===== config.mk =====
export PLATFORM = sky130hd
export DESIGN_NAME = mux_hamming
export DESIGN_NICKNAME = d
export VERILOG_FILES = /design/src/rtl/hamming_pkg.sv /design/src/rtl/hamming_parity_tree.sv /design/src/rtl/mux_hamming.sv
export SDC_FILE = /design/constraint.sdc
export NUM_CORES = 1
export LEC_CHECK = 0
export BUFFER_PORTS_ARGS = -buffer_cell sky130_fd_sc_hd__clkbuf_2
export CORE_MARGIN = 2
export CORE_UTILIZATION = 38
export CTS_CLUSTER_DIAMETER = 100
export DETAILED_ROUTE_END_ITERATION = 16
export PLACE_DENSITY_LB_ADDON = 0.15
export SLEW_MARGIN = 30
export SYNTH_ARGS = -nofsm -noshare
export SYNTH_HDL_FRONTEND = slang
export SYNTH_SLANG_ARGS = --single-unit
export TNS_END_PERCENT = 30

===== constraint.sdc =====
create_clock -name clk -period 0.88 [get_ports clk]
set_input_delay 0.044 -clock clk [delete_from_list [all_inputs] [get_ports clk]]
set_output_delay 0.044 -clock clk [all_outputs]
set_load 0.005 [all_outputs]

===== src/rtl/hamming_pkg.sv =====
// Shared constants and helpers for the Hamming(21,16) encoder.
// Latency: n/a (package only).
// Backpressure: n/a.
package hamming_pkg;

  localparam int K = 16;  // message bits
  localparam int R = 5;   // parity bits
  localparam int N = 21;  // codeword bits

  // Codeword position (1-based) of each message bit: the non-power-of-2 slots in order.
  localparam logic [4:0] DATA_POS [K] = '{
    5'd3,  5'd5,  5'd6,  5'd7,  5'd9,  5'd10, 5'd11, 5'd12,
    5'd13, 5'd14, 5'd15, 5'd17, 5'd18, 5'd19, 5'd20, 5'd21
  };

  // True for the parity slots 1,2,4,8,16.
  function automatic logic is_pow2(input int pos);
    return (pos > 0) && ((pos & (pos - 1)) == 0);
  endfunction

  // One XOR stage realised as a 2:1 mux: b selects ~a, otherwise a passes.
  function automatic logic mux_xor(input logic a, input logic b);
    return b ? ~a : a;
  endfunction

endpackage


===== src/rtl/hamming_parity_tree.sv =====
// Combinational parity generator: p[r] covers every data position with bit r set.
// Latency: 0 cycles (pure combinational).
// Backpressure: none.
module hamming_parity_tree
  import hamming_pkg::*;
(
  input  logic [K-1:0] m,
  output logic [R-1:0] p
);

  // Each parity group is a linear chain of mux-XOR stages; bits outside the
  // group simply pass the running value through.  Unpacked storage keeps the
  // chain links as separate signals.
  logic chain [R][K+1];

  for (genvar r = 0; r < R; r++) begin : g_grp
    assign chain[r][0] = 1'b0;
    for (genvar i = 0; i < K; i++) begin : g_stage
      if (DATA_POS[i][r]) begin : g_tap
        assign chain[r][i+1] = mux_xor(chain[r][i], m[i]);
      end else begin : g_pass
        assign chain[r][i+1] = chain[r][i];
      end
    end
    assign p[r] = chain[r][K];
  end

endmodule


===== src/rtl/mux_hamming.sv =====
// Registered Hamming(21,16) SEC encoder; optional overall parity with HAMMING_SECDED_EN.
// Latency: 1 cycle from in_valid/m to out_valid/e.
// Backpressure: none; a new word may be accepted every cycle.
module mux_hamming
  import hamming_pkg::*;
(
  input  logic         clk,
  input  logic         rst_n,
  input  logic         in_valid,
  input  logic [K-1:0] m,
  output logic         out_valid,
`ifdef HAMMING_SECDED_EN
  output logic         e_par,
`endif
  output logic [N-1:0] e
);

  logic [R-1:0] p;
  logic [N-1:0] cw;

  hamming_parity_tree u_tree (
    .m (m),
    .p (p)
  );

  // Parity bits occupy the power-of-2 positions; p index is log2 of the position.
  for (genvar pos = 1; pos <= N; pos++) begin : g_pos
    if (is_pow2(pos)) begin : g_par
      assign cw[pos-1] = p[$clog2(pos)];
    end
  end

  // Message bits fill the remaining positions in ascending order.
  for (genvar i = 0; i < K; i++) begin : g_dat
    assign cw[DATA_POS[i]-1] = m[i];
  end

  // Output register: capture a codeword only on in_valid; valid is a 1-cycle delay.
  always_ff @(posedge clk or negedge rst_n) begin
    if (!rst_n) begin
      out_valid <= 1'b0;
      e         <= '0;
    end else begin
      out_valid <= in_valid;
      if (in_valid) begin
        e <= cw;
      end
    end
  end

`ifdef HAMMING_SECDED_EN
  // Overall parity across all codeword bits, built from the same mux-XOR stages.
  logic par_chain [N+1];
  assign par_chain[0] = 1'b0;
  for (genvar i = 0; i < N; i++) begin : g_opar
    assign par_chain[i+1] = mux_xor(par_chain[i], cw[i]);
  end

  // Overall parity is registered alongside e so the pair always matches.
  always_ff @(posedge clk or negedge rst_n) begin
    if (!rst_n) begin
      e_par <= 1'b0;
    end else if (in_valid) begin
      e_par <= par_chain[N];
    end
  end
`endif

endmodule


; Word level (Yosys, flattened, before mapping)
; Index checks and enable logic that the tools add are counted.
[classes]
add_sub_neg = 0
mul = 0
n_div = 0
order_cmp = 0
eq_ne = 0
shift = 0
muxes = 39
n_bitwise = 34
n_reduce_logical = 0
[ops]
columns = operator, n
row1 = $mux 1, 39
row2 = $not 1->1, 34
[word_totals]
regBits = 22
latch_bits = 0
ramBits = 0
romBits = 0
output_inout_bits = 22
memories = 0

; Longest topological paths before layout
; Gate-level depths: netlist of the first run.
[logic_depth]
word_depth = 19
ltp_mapped = 4
ltp_nobuf = 4

; By module
; From an unflattened synthesis of the first run, not the netlist that was laid out.
[unflattened]
hier_cells = 69
area_unflattened_um2 = 1151.1
[modules_own_cells]
columns = mod, instances, cells_per_inst, area_each_um2
row1 = mux_hamming, 1, 45, 884.6
row2 = hamming_parity_tree, 1, 24, 266.5

; Least setup slack after synthesis of the first run
; No wires, ideal clock.
[synth_timing]
path_kind = in2reg
startpoint = in m[13]
endpoint = reg e[1]
setup_ps = 125
arrival_time_ps = 958
t_required_ps = 755
slack_ps = -203
cell_stages = 4
cell_sequence = xnor3_1 -> xnor2_2 -> xnor2_1 -> mux2_4
[synth_via]
elab_chain_len = 1
[synth_lines]
columns = item, line_no
row1 = from (decl), mux_hamming.sv:10  ; input logic [K-1:0] m,
row2 = $mux 1, hamming_pkg.sv:23  ; return b ? ~a : a;
row3 = to (signal assigned), mux_hamming.sv:46  ; e <= cw;
row4 = to (decl), mux_hamming.sv:15  ; output logic [N-1:0] e
; No other way between the ends.
; A chain may end at the register's enable or synchronous reset.

; Final worst setup path of the first run
[layout_timing]
startpoint = reg e[17]
endpoint = out e[17]
; No word-level cell between the ends.

==> impl_metrics.json, run 1 <==
{
  "status": "completed",
  "post_drt_wl_per_cell_um": 12.8,
  "area_growth_syn_to_layout_pct": 48.2,
  "synth_warnings": 0,
  "overflow": 0,
  "die_height_um": 56.9,
  "cp.arrival_ns": 0.83,
  "fp.coreArea_um2": 2710,
  "insertedDiodeCount": 0,
  "critical-path-slowest-cell": "sky130_fd_sc_hd__dfrtp_1",
  "htree_levels": 1,
  "post_syn_area_um2": 1060,
  "synth.ff_latch_count": 22,
  "timing.max_cap.violations": 0,
  "reg2reg_slack_ns": 0.006,
  "cts-buffers-inserted": 3,
  "setup-tns-final_ns": 0,
  "route.final.wire_length_um": 2110,
  "cts.root.buffer_cell": "sky130_fd_sc_hd__clkbuf_4",
  "critical_path.cell_chain": "clkbuf_2",
  "clock-skew-final_ns": 0,
  "pin_count": 41,
  "max-slew-margin-rel_pct": 81.1,
  "maximum_ir_drop_on_the_vdd_rail_uv": 1220,
  "die_area_um2": 3230,
  "setup.worst_path.end": "e[17]",
  "drt.antenna.violating_nets": 0,
  "horizontal_extent_of_the_die_um": 56.9,
  "netlist_instances": 70,
  "num-fill-cells": 262,
  "regToRegEndpoint": "e[1]",
  "dr.first_iter.drc_count": 11,
  "wire_length_of_the_first_global_routing_pass_um": 3560,
  "row_count": 19,
  "vias_per_cell": 4.59,
  "clk-insertion-delay-late_ns": 0.29,
  "timing.critical_path.from": "e[17]",
  "share_of_the_yosys_chip_area_belonging_to_registers_pct": 51.8,
  "layout_setup_ws_ns": 0.00574,
  "timing.final.crit_share_pct": 99.3,
  "hpwlAfterDp_um": 1600,
  "rsz0062_at_grt": "true",
  "cts_buffer_depth": 2,
  "place.port_buffers": 40,
  "final_net_count": 154,
  "synthesized_netlist_net_count": 89,
  "report.power.total_mw": 2.77,
  "clock_sinks": 22,
  "total_leakage_power_nw": 0.774,
  "critical-path-top-delay-family": "flip-flops",
  "worst_slew_pin_slew_ns": 0.284,
  "achievable-frequency_ghz": 1.14,
  "cpPeakStageDelay_ns": 0.41,
  "path_class": "flip-flop to output port",
  "floorplan.initialDensity_pct": 39.2,
  "post-route-drc-count": 0,
  "grt_max_degree": 24,
  "layout-drive-gt1-share_pct": 64.9,
  "cp_num_buf_inv": 1,
  "preCtsSetupSlack_ns": -0.372,
  "cellPowerDensity_nw_per_um2": 1760,
  "synthDistinctLibCells": 11,
  "hold_path.class": "input pin to flip-flop",
  "crit_path_end_kind": "output port",
  "largest_fanout_of_any_net_on_the_critical_path": 2,
  "number_of_cells_on_the_critical_path": 1,
  "cts_tree": "built",
  "route.vias.total": 758,
  "slew_violations": 0,
  "path_clk_slew_ns": 0.13,
  "critical_path_required_ns": 0.84,
  "antenna_found_initial": 0,
  "reg2regPathDepth": 2,
  "layout.core_utilization_pct": 58.1,
  "gp_congestion": 0.757,
  "avgSynthCellArea_um2": 15.2,
  "first_global_vias": 833,
  "reg2reg_from": "e[1]",
  "timing_hold_violations_final": 0,
  "final.min_clock_period_ns": 0.874,
  "drt_first_pass_iters": 5,
  "globalRouteTotalUtil_pct": 14.4,
  "report.final.setup_viol": 0,
  "critical_path.startpoint_type": "flip-flop"
}
worst min path at each step:
| stage | from | endpoint | cells past startpoint |
|---|---|---|---|
| global route | m[7] | e[11] | 2 |
| CTS | m[14] | e[19] | 2 |
| floorplan | rst_n | e[0] | 0 |
| detailed placement | rst_n | e[2] | 2 |
| global placement | rst_n | e[4] | 2 |
| finish | m[8] | e[12] | 2 |
flip-flops by register name, indices dropped and copies added, names as in the netlist:
name and flops:
e 21, out_valid 1
Yosys cell counts (all sizes together):
master / count / share of area [%]
a21oi: 1 / 0.47
nor2: 1 / 0.35
dfrtp: 22 / 52
buf: 2 / 0.71
xnor3: 3 / 6.4
xnor2: 17 / 15
xor2: 4 / 4.0
mux2: 20 / 22
worst register-to-register path: stages, from the launching register on:
cell and delay, ns:
sky130_fd_sc_hd__dfrtp_1 0.39, sky130_fd_sc_hd__buf_4 0.13, sky130_fd_sc_hd__mux2_4 0.26
metal layers:
layer / global-route usage, % / share of wire, % / vias up
met4: 4.98 / 0.62 / 0
li1: - / - / 363
met1: 17.9 / 44 / 374
met5: 0 / 0 / -
met3: 2.07 / 4.4 / 2
met2: 25.4 / 51 / 19
layout by cell type (no fill, tap or decap), drive strengths merged:
cell         netlist  layout
xnor2             17      17
a21oi              1       1
clkbuf             0      41
xor2               4       4
mux2              20      20
nor2               1       1
buf                2      20
dfrtp             22      22
dlygate4sd3        0       5
xnor3              3       3
stage by stage:
step	instance area [um2]	hold slack, ns	cells
floorplan	1060	-0.252	70
global placement	1430	0.0347	155
detailed placement	1430	0.0369	155
CTS	1520	0.0124	164
global route	1570	0.00914	165
finish	1570	0.0119	165
report_power, final:
| group | total (mW) | switching [mW] | leakage (nW) | internal (mW) |
|---|---|---|---|---|
| clock | 0.560 | 0.308 | 0.0210 | 0.252 |
| combinational | 0.939 | 0.335 | 0.497 | 0.604 |
| sequential | 1.27 | 0.0854 | 0.257 | 1.18 |
| total | 2.77 | 0.728 | 0.774 | 2.04 |
cell families (layout without fill, tap and decap cells):
| group | after synthesis | after routing | synth area share [%] |
|---|---|---|---|
| buf+inv | 2 | 66 | 0.707 |
| flops | 22 | 22 | 51.8 |
| simple gates | 1 | 1 | 0.353 |
| mux | 20 | 20 | 21.6 |
| compound gates | 1 | 1 | 0.471 |
| xor+xnor | 24 | 24 | 25.1 |
layout make-up:
type	instances	area, um2	share of cell area, %
clock buffers	4	36.3	2.31
multi-input cells	46	549	34.9
flip-flops and latches	22	551	35.0
well taps	31	38.8	2.46
repair buffers	62	399	25.4
timing repair:
action,CTS,global route
resized for setup,1,11
endpoints found under the setup margin,6,25
pin swaps,1,3
endpoints found under the hold margin,26,0
hold buffers,5,0
setup buffers,0,1
Power figures use the tool's default switching activity.
==> run 2: changes to the inputs <==
Settings changed: REMOVE_ABC_BUFFERS set to 1.
Clock period 0.88 ns to 0.8 ns, I/O delays scaled along.
==> impl_metrics.json, run 2 (same netlist as run 1, synthesis figures left out) <==
{
  "status": "finished with violations",
  "failing_checks": "negative setup slack",
  "hold_path.class": "input pin to flip-flop",
  "drt.antenna.violating_nets": 0,
  "hpwlAfterDp_um": 1460,
  "rsz0062_at_grt": "true",
  "reg2reg_slack_ns": 0.02,
  "fp.coreArea_um2": 2710,
  "horizontal_extent_of_the_die_um": 56.9,
  "final.min_clock_period_ns": 0.978,
  "globalRouteTotalUtil_pct": 14.1,
  "layout_setup_ws_ns": -0.178,
  "timing_hold_violations_final": 0,
  "clock-skew-final_ns": 0,
  "layout.cells.most_common": "sky130_fd_sc_hd__clkbuf_2",
  "wire_length_of_the_first_global_routing_pass_um": 3480,
  "floorplan.initialDensity_pct": 39.2,
  "achievable-frequency_ghz": 1.02,
  "placed_cells": 154,
  "crit_path_end_kind": "output port",
  "cp.arrival_ns": 0.94,
  "post_dp_cell_area_um2": 1420,
  "post_drt_wl_per_cell_um": 12.6,
  "cellPowerDensity_nw_per_um2": 1910,
  "finish.instance_area_um2": 1580,
  "place.port_buffers": 40,
  "report.power.total_mw": 3.03,
  "critical_path_required_ns": 0.76,
  "holdCritStartpoint": "m[3]",
  "first_global_vias": 783,
  "layout-drive-gt1-share_pct": 64.7,
  "timing.final.crit_share_pct": 122,
  "route.final.wire_length_um": 2060,
  "most-common-layout-cells": "sky130_fd_sc_hd__clkbuf_2, sky130_fd_sc_hd__dfrtp_1, sky130_fd_sc_hd__mux2_2, sky130_fd_sc_hd__buf_4, sky130_fd_sc_hd__xnor2_1",
  "clk-insertion-delay-late_ns": 0.30,
  "antenna_found_initial": 0,
  "cts_tree": "built",
  "path_class": "flip-flop to output port",
  "timing.max_cap.violations": 0,
  "dr.first_iter.drc_count": 6,
  "cts-buffers-inserted": 3,
  "row_count": 19,
  "regToRegEndpoint": "e[0]",
  "cts_buffer_depth": 2,
  "maximum_ir_drop_on_the_vdd_rail_uv": 1220,
  "post-route-drc-count": 0,
  "slew_violations": 0,
  "largest_fanout_of_any_net_on_the_critical_path": 2,
  "critical_path.startpoint_type": "flip-flop",
  "hold_end": "e[6]",
  "gp_congestion": 0.679,
  "reg_top3": "e (21), out_valid (1)",
  "reg2reg_from": "e[0]",
  "reg2regPathDepth": 3,
  "die_area_um2": 3230,
  "die_height_um": 56.9,
  "insertedDiodeCount": 0,
  "max-slew-margin-rel_pct": 62.4,
  "clock_sinks": 22,
  "report.final.setup_viol": 26,
  "drt_first_pass_iters": 2,
  "route.vias.total": 757,
  "overflow": 0,
  "grt_max_degree": 24,
  "final_net_count": 154,
  "total_leakage_power_nw": 0.775,
  "whs_path_depth": 2,
  "pin_count": 41,
  "worst_slew_pin_slew_ns": 0.564,
  "vias_per_cell": 4.62,
  "largest_register_ffs": 21,
  "htree_levels": 1,
  "area_growth_syn_to_layout_pct": 48.8,
  "layout.core_utilization_pct": 58.3,
  "path_clk_slew_ns": 0.12,
  "fin_hold_ws_ns": 0.0174,
  "cts.root.buffer_cell": "sky130_fd_sc_hd__clkbuf_4",
  "largest-register": "e",
  "stdcell_count": 164
}
==> run 2: cell count changes in the layout (fill, tap and decap cells not counted), sizes merged <==
cell	previous run	this run
clkbuf	41	42
buf	20	17
dlygate4sd3	5	6
==> run 2: worst max path at each step <==
stage	startpoint	end	slack (ns)	depth (start not counted)
2_1_floorplan	m[13]	e[1]	-0.28	4
3_3_place_gp	m[7]	e[3]	-0.41	5
4_1_cts	e[3]	e[3]	-0.18	2
3_5_place_dp	m[7]	e[3]	-0.42	5
5_1_grt	e[3]	e[3]	-0.22	2
6_report	e[3]	e[3]	-0.18	2
==> run 2: what timing repair did <==
item                                   CTS  global route
hold buffers                             4             2
setup endpoints to repair               27            26
resized for setup                        6             4
setup buffers                            0             1
pin swaps                                3             1
endpoints found under the hold margin   25             2
==> run 2: metrics by stage <==
step	TNS [ns]	worst slack, ns
finish	-1.46	-0.178
global route	-2.76	-0.218
CTS	-1.68	-0.176
detailed placement	-1.94	-0.424
global placement	-1.95	-0.411
floorplan	-0.844	-0.279
==> run 2: power breakdown <==
part	switching [mW]	internal [mW]
combinational	0.387	0.730
clock	0.332	0.176
sequential	0.100	1.30
total	0.820	2.21
==> run 2: metal layers <==
layer  wire length (um)  global-route usage (%)  part of all wire, %  up-vias
met4                 40                    5.98                  1.9        0
met5                  0                       0                    0        -
met1                897                    18.5                   44      364
met3                112                    2.76                  5.4        5
li1                   -                       -                    -      362
met2               1010                    22.6                   49       26
==> run 2: area by class of cell <==
| class | count | area, um2 |
|---|---|---|
| Timing Repair Buffer | 62 | 412 |
| Fill cell | 243 | 1130 |
| Multi-Input combinational cell | 46 | 557 |
| Sequential cell | 22 | 551 |
| Clock buffer | 3 | 22.5 |
| Tap cell | 31 | 38.8 |
==> run 2: worst max-delay path, cell delays in order (launching register included) <==
cell	delay, ns
sky130_fd_sc_hd__dfrtp_1	0.41
sky130_fd_sc_hd__buf_6	0.12
sky130_fd_sc_hd__buf_6	0.10
==> run 3: changes to the inputs <==
Settings changed: CELL_PAD_IN_SITES_DETAIL_PLACEMENT set to 1, CELL_PAD_IN_SITES_GLOBAL_PLACEMENT set to 1, CORE_UTILIZATION 38 to 34.
==> impl_metrics.json, run 3 (same netlist as run 1, synthesis figures left out) <==
{
  "critical_path_required_ns": 0.76,
  "fp.coreArea_um2": 3000,
  "largest_register_ffs": 21,
  "gp_congestion": 0.688,
  "max-slew-margin-rel_pct": 77.8,
  "reg2regPathDepth": 2,
  "reg2reg_slack_ns": -0.09,
  "reg2reg_from": "e[1]",
  "hold_path.class": "input pin to flip-flop",
  "most_frequent_cell_on_critical_path": "sky130_fd_sc_hd__buf_6",
  "timing_hold_violations_final": 0,
  "post-route-drc-count": 0,
  "dr.first_iter.drc_count": 29,
  "largest_fanout_of_any_net_on_the_critical_path": 2,
  "final_net_count": 160,
  "internal_power_mw": 2.43,
  "drt_first_pass_iters": 4,
  "clk-insertion-delay-late_ns": 0.32,
  "status": "finished with violations",
  "regToRegEndpoint": "e[1]",
  "critical-path-slowest-cell": "sky130_fd_sc_hd__dfrtp_1",
  "hold_end": "out_valid",
  "insertedDiodeCount": 0,
  "route.final.wire_length_um": 2640,
  "total_leakage_power_nw": 0.861,
  "holdCritStartpoint": "in_valid",
  "antenna_found_initial": 0,
  "critical-path-top-delay-family": "flip-flops",
  "place.port_buffers": 40,
  "most-common-layout-cells": "sky130_fd_sc_hd__clkbuf_2, sky130_fd_sc_hd__dfrtp_1, sky130_fd_sc_hd__mux2_2, sky130_fd_sc_hd__buf_4, sky130_fd_sc_hd__xnor2_1",
  "power_switching_share_pct": 27.6,
  "largest-register": "e",
  "cp.arrival_ns": 0.94,
  "post_dp_cell_area_um2": 1450,
  "critical_path.cell_chain": "buf_6 > buf_6",
  "critical_path.startpoint_type": "flip-flop",
  "path_class": "flip-flop to output port",
  "overflow": 0,
  "drt.antenna.violating_nets": 0,
  "cpPeakStageDelay_ns": 0.41,
  "cts_buffer_depth": 2,
  "floorplan.initialDensity_pct": 35.4,
  "path_clk_slew_ns": 0.13,
  "layout.cells.most_common": "sky130_fd_sc_hd__clkbuf_2",
  "wire_length_of_the_first_global_routing_pass_um": 4230,
  "clock-skew-final_ns": 0,
  "power.share.combinational_pct": 38.8,
  "first_global_vias": 860,
  "layout.core_utilization_pct": 58.8,
  "layout-drive-gt1-share_pct": 68.6,
  "globalRouteTotalUtil_pct": 16.4,
  "power_frac_clock_pct": 19.1,
  "row_count": 20,
  "die_height_um": 59.9,
  "cts_tree": "built",
  "cts-buffers-inserted": 3,
  "route.vias.total": 788,
  "htree_levels": 1,
  "die_area_um2": 3590,
  "timing.final.crit_share_pct": 123,
  "fin_hold_ws_ns": 0.0246,
  "clock_sinks": 22,
  "whs_path_depth": 2,
  "maximum_ir_drop_on_the_vdd_rail_uv": 793,
  "p_seq_share_pct": 42.1,
  "hpwlAfterDp_um": 1830,
  "area_growth_syn_to_layout_pct": 66.2,
  "crit_path_end_kind": "output port",
  "rsz0062_at_grt": "true",
  "report.final.setup_viol": 27,
  "reg_top3": "e (21), out_valid (1)",
  "pin_count": 41,
  "cp_num_buf_inv": 2,
  "timing.max_cap.violations": 0,
  "horizontal_extent_of_the_die_um": 59.9,
  "failing_checks": "negative setup slack",
  "final.min_clock_period_ns": 0.982,
  "switching_power_mw": 0.925,
  "slew_violations": 0,
  "achievable-frequency_ghz": 1.02,
  "post_drt_wl_per_cell_um": 15.2,
  "cts.root.buffer_cell": "sky130_fd_sc_hd__clkbuf_4",
  "finish.instance_area_um2": 1770,
  "worst_slew_pin_slew_ns": 0.333,
  "vias_per_cell": 4.55,
  "grt_max_degree": 24,
  "cellPowerDensity_nw_per_um2": 1900,
  "layout_setup_ws_ns": -0.182
}
-- run 3: changes by cell type in the layout (fill, tap and decap cells not counted), moves of 2 or more --
cell,previous run,this run
sky130_fd_sc_hd__clkbuf_8,1,3
sky130_fd_sc_hd__clkbuf_2,38,34
sky130_fd_sc_hd__buf_4,14,16
sky130_fd_sc_hd__buf_8,0,2
sky130_fd_sc_hd__xnor2_4,1,3
sky130_fd_sc_hd__buf_6,2,5
sky130_fd_sc_hd__xnor2_1,11,8
-- run 3: repair_timing --
| action | in CTS | in global routing |
|---|---|---|
| setup endpoints to repair | 27 | 27 |
| gates cloned | 0 | 0 |
| hold buffers | 7 | 0 |
| gates resized for setup | 11 | 21 |
| pin swaps | 4 | 7 |
| hold endpoints to repair | 28 | 0 |
| buffers inserted | 3 | 1 |
-- run 3: layout make-up --
class	instances	area, um2
Fill cell	320	1240
Multi-Input combinational cell	46	621
Timing Repair Buffer	68	517
Sequential cell	22	551
Clock buffer	4	36.3
Tap cell	33	41.3
-- run 3: worst reg2reg max path: stages, from the launching register on --
cell,delay (ns)
sky130_fd_sc_hd__dfrtp_1,0.41
sky130_fd_sc_hd__buf_4,0.13
sky130_fd_sc_hd__mux2_4,0.25
-- run 3: power groups by stage --
stage | sequential, mW | combinational (mW) | clock (mW)
finish | 1.41 | 1.30 | 0.641
global route | 1.44 | 1.42 | 0.705
CTS | 1.41 | 1.18 | 0.662
detailed placement | 1.43 | 0.992 | 0
global placement | 1.42 | 0.973 | 0
floorplan | 1.43 | 0.471 | 0
-- run 3: worst max-delay path by stage --
stage | startpoint | end | slack [ns] | depth (start not counted)
after floorplan | m[13] | e[1] | -0.28 | 4
after global routing | e[1] | e[1] | -0.24 | 2
after detailed placement | m[4] | e[0] | -0.48 | 5
final | e[1] | e[1] | -0.18 | 2
after CTS | e[1] | e[1] | -0.19 | 2
after global placement | m[13] | e[1] | -0.43 | 5
-- run 3: stage by stage --
step	setup WS (ns)	total power, mW	setup TNS (ns)	std cells
6_report	-0.182	3.35	-1.95	173
5_1_grt	-0.243	3.56	-3.05	173
4_1_cts	-0.190	3.25	-2.20	172
3_5_place_dp	-0.481	2.42	-2.23	158
3_3_place_gp	-0.431	2.39	-2.02	158
2_1_floorplan	-0.279	1.90	-0.844	68
-- run 3: per-layer routing --
metal	GRT usage, %	part of all wire, %	up-vias
li1	-	-	373
met1	20.3	41	389
met2	28.9	54	22
met3	1.95	3.5	4
met4	6.67	1.3	0
met5	0	0	-
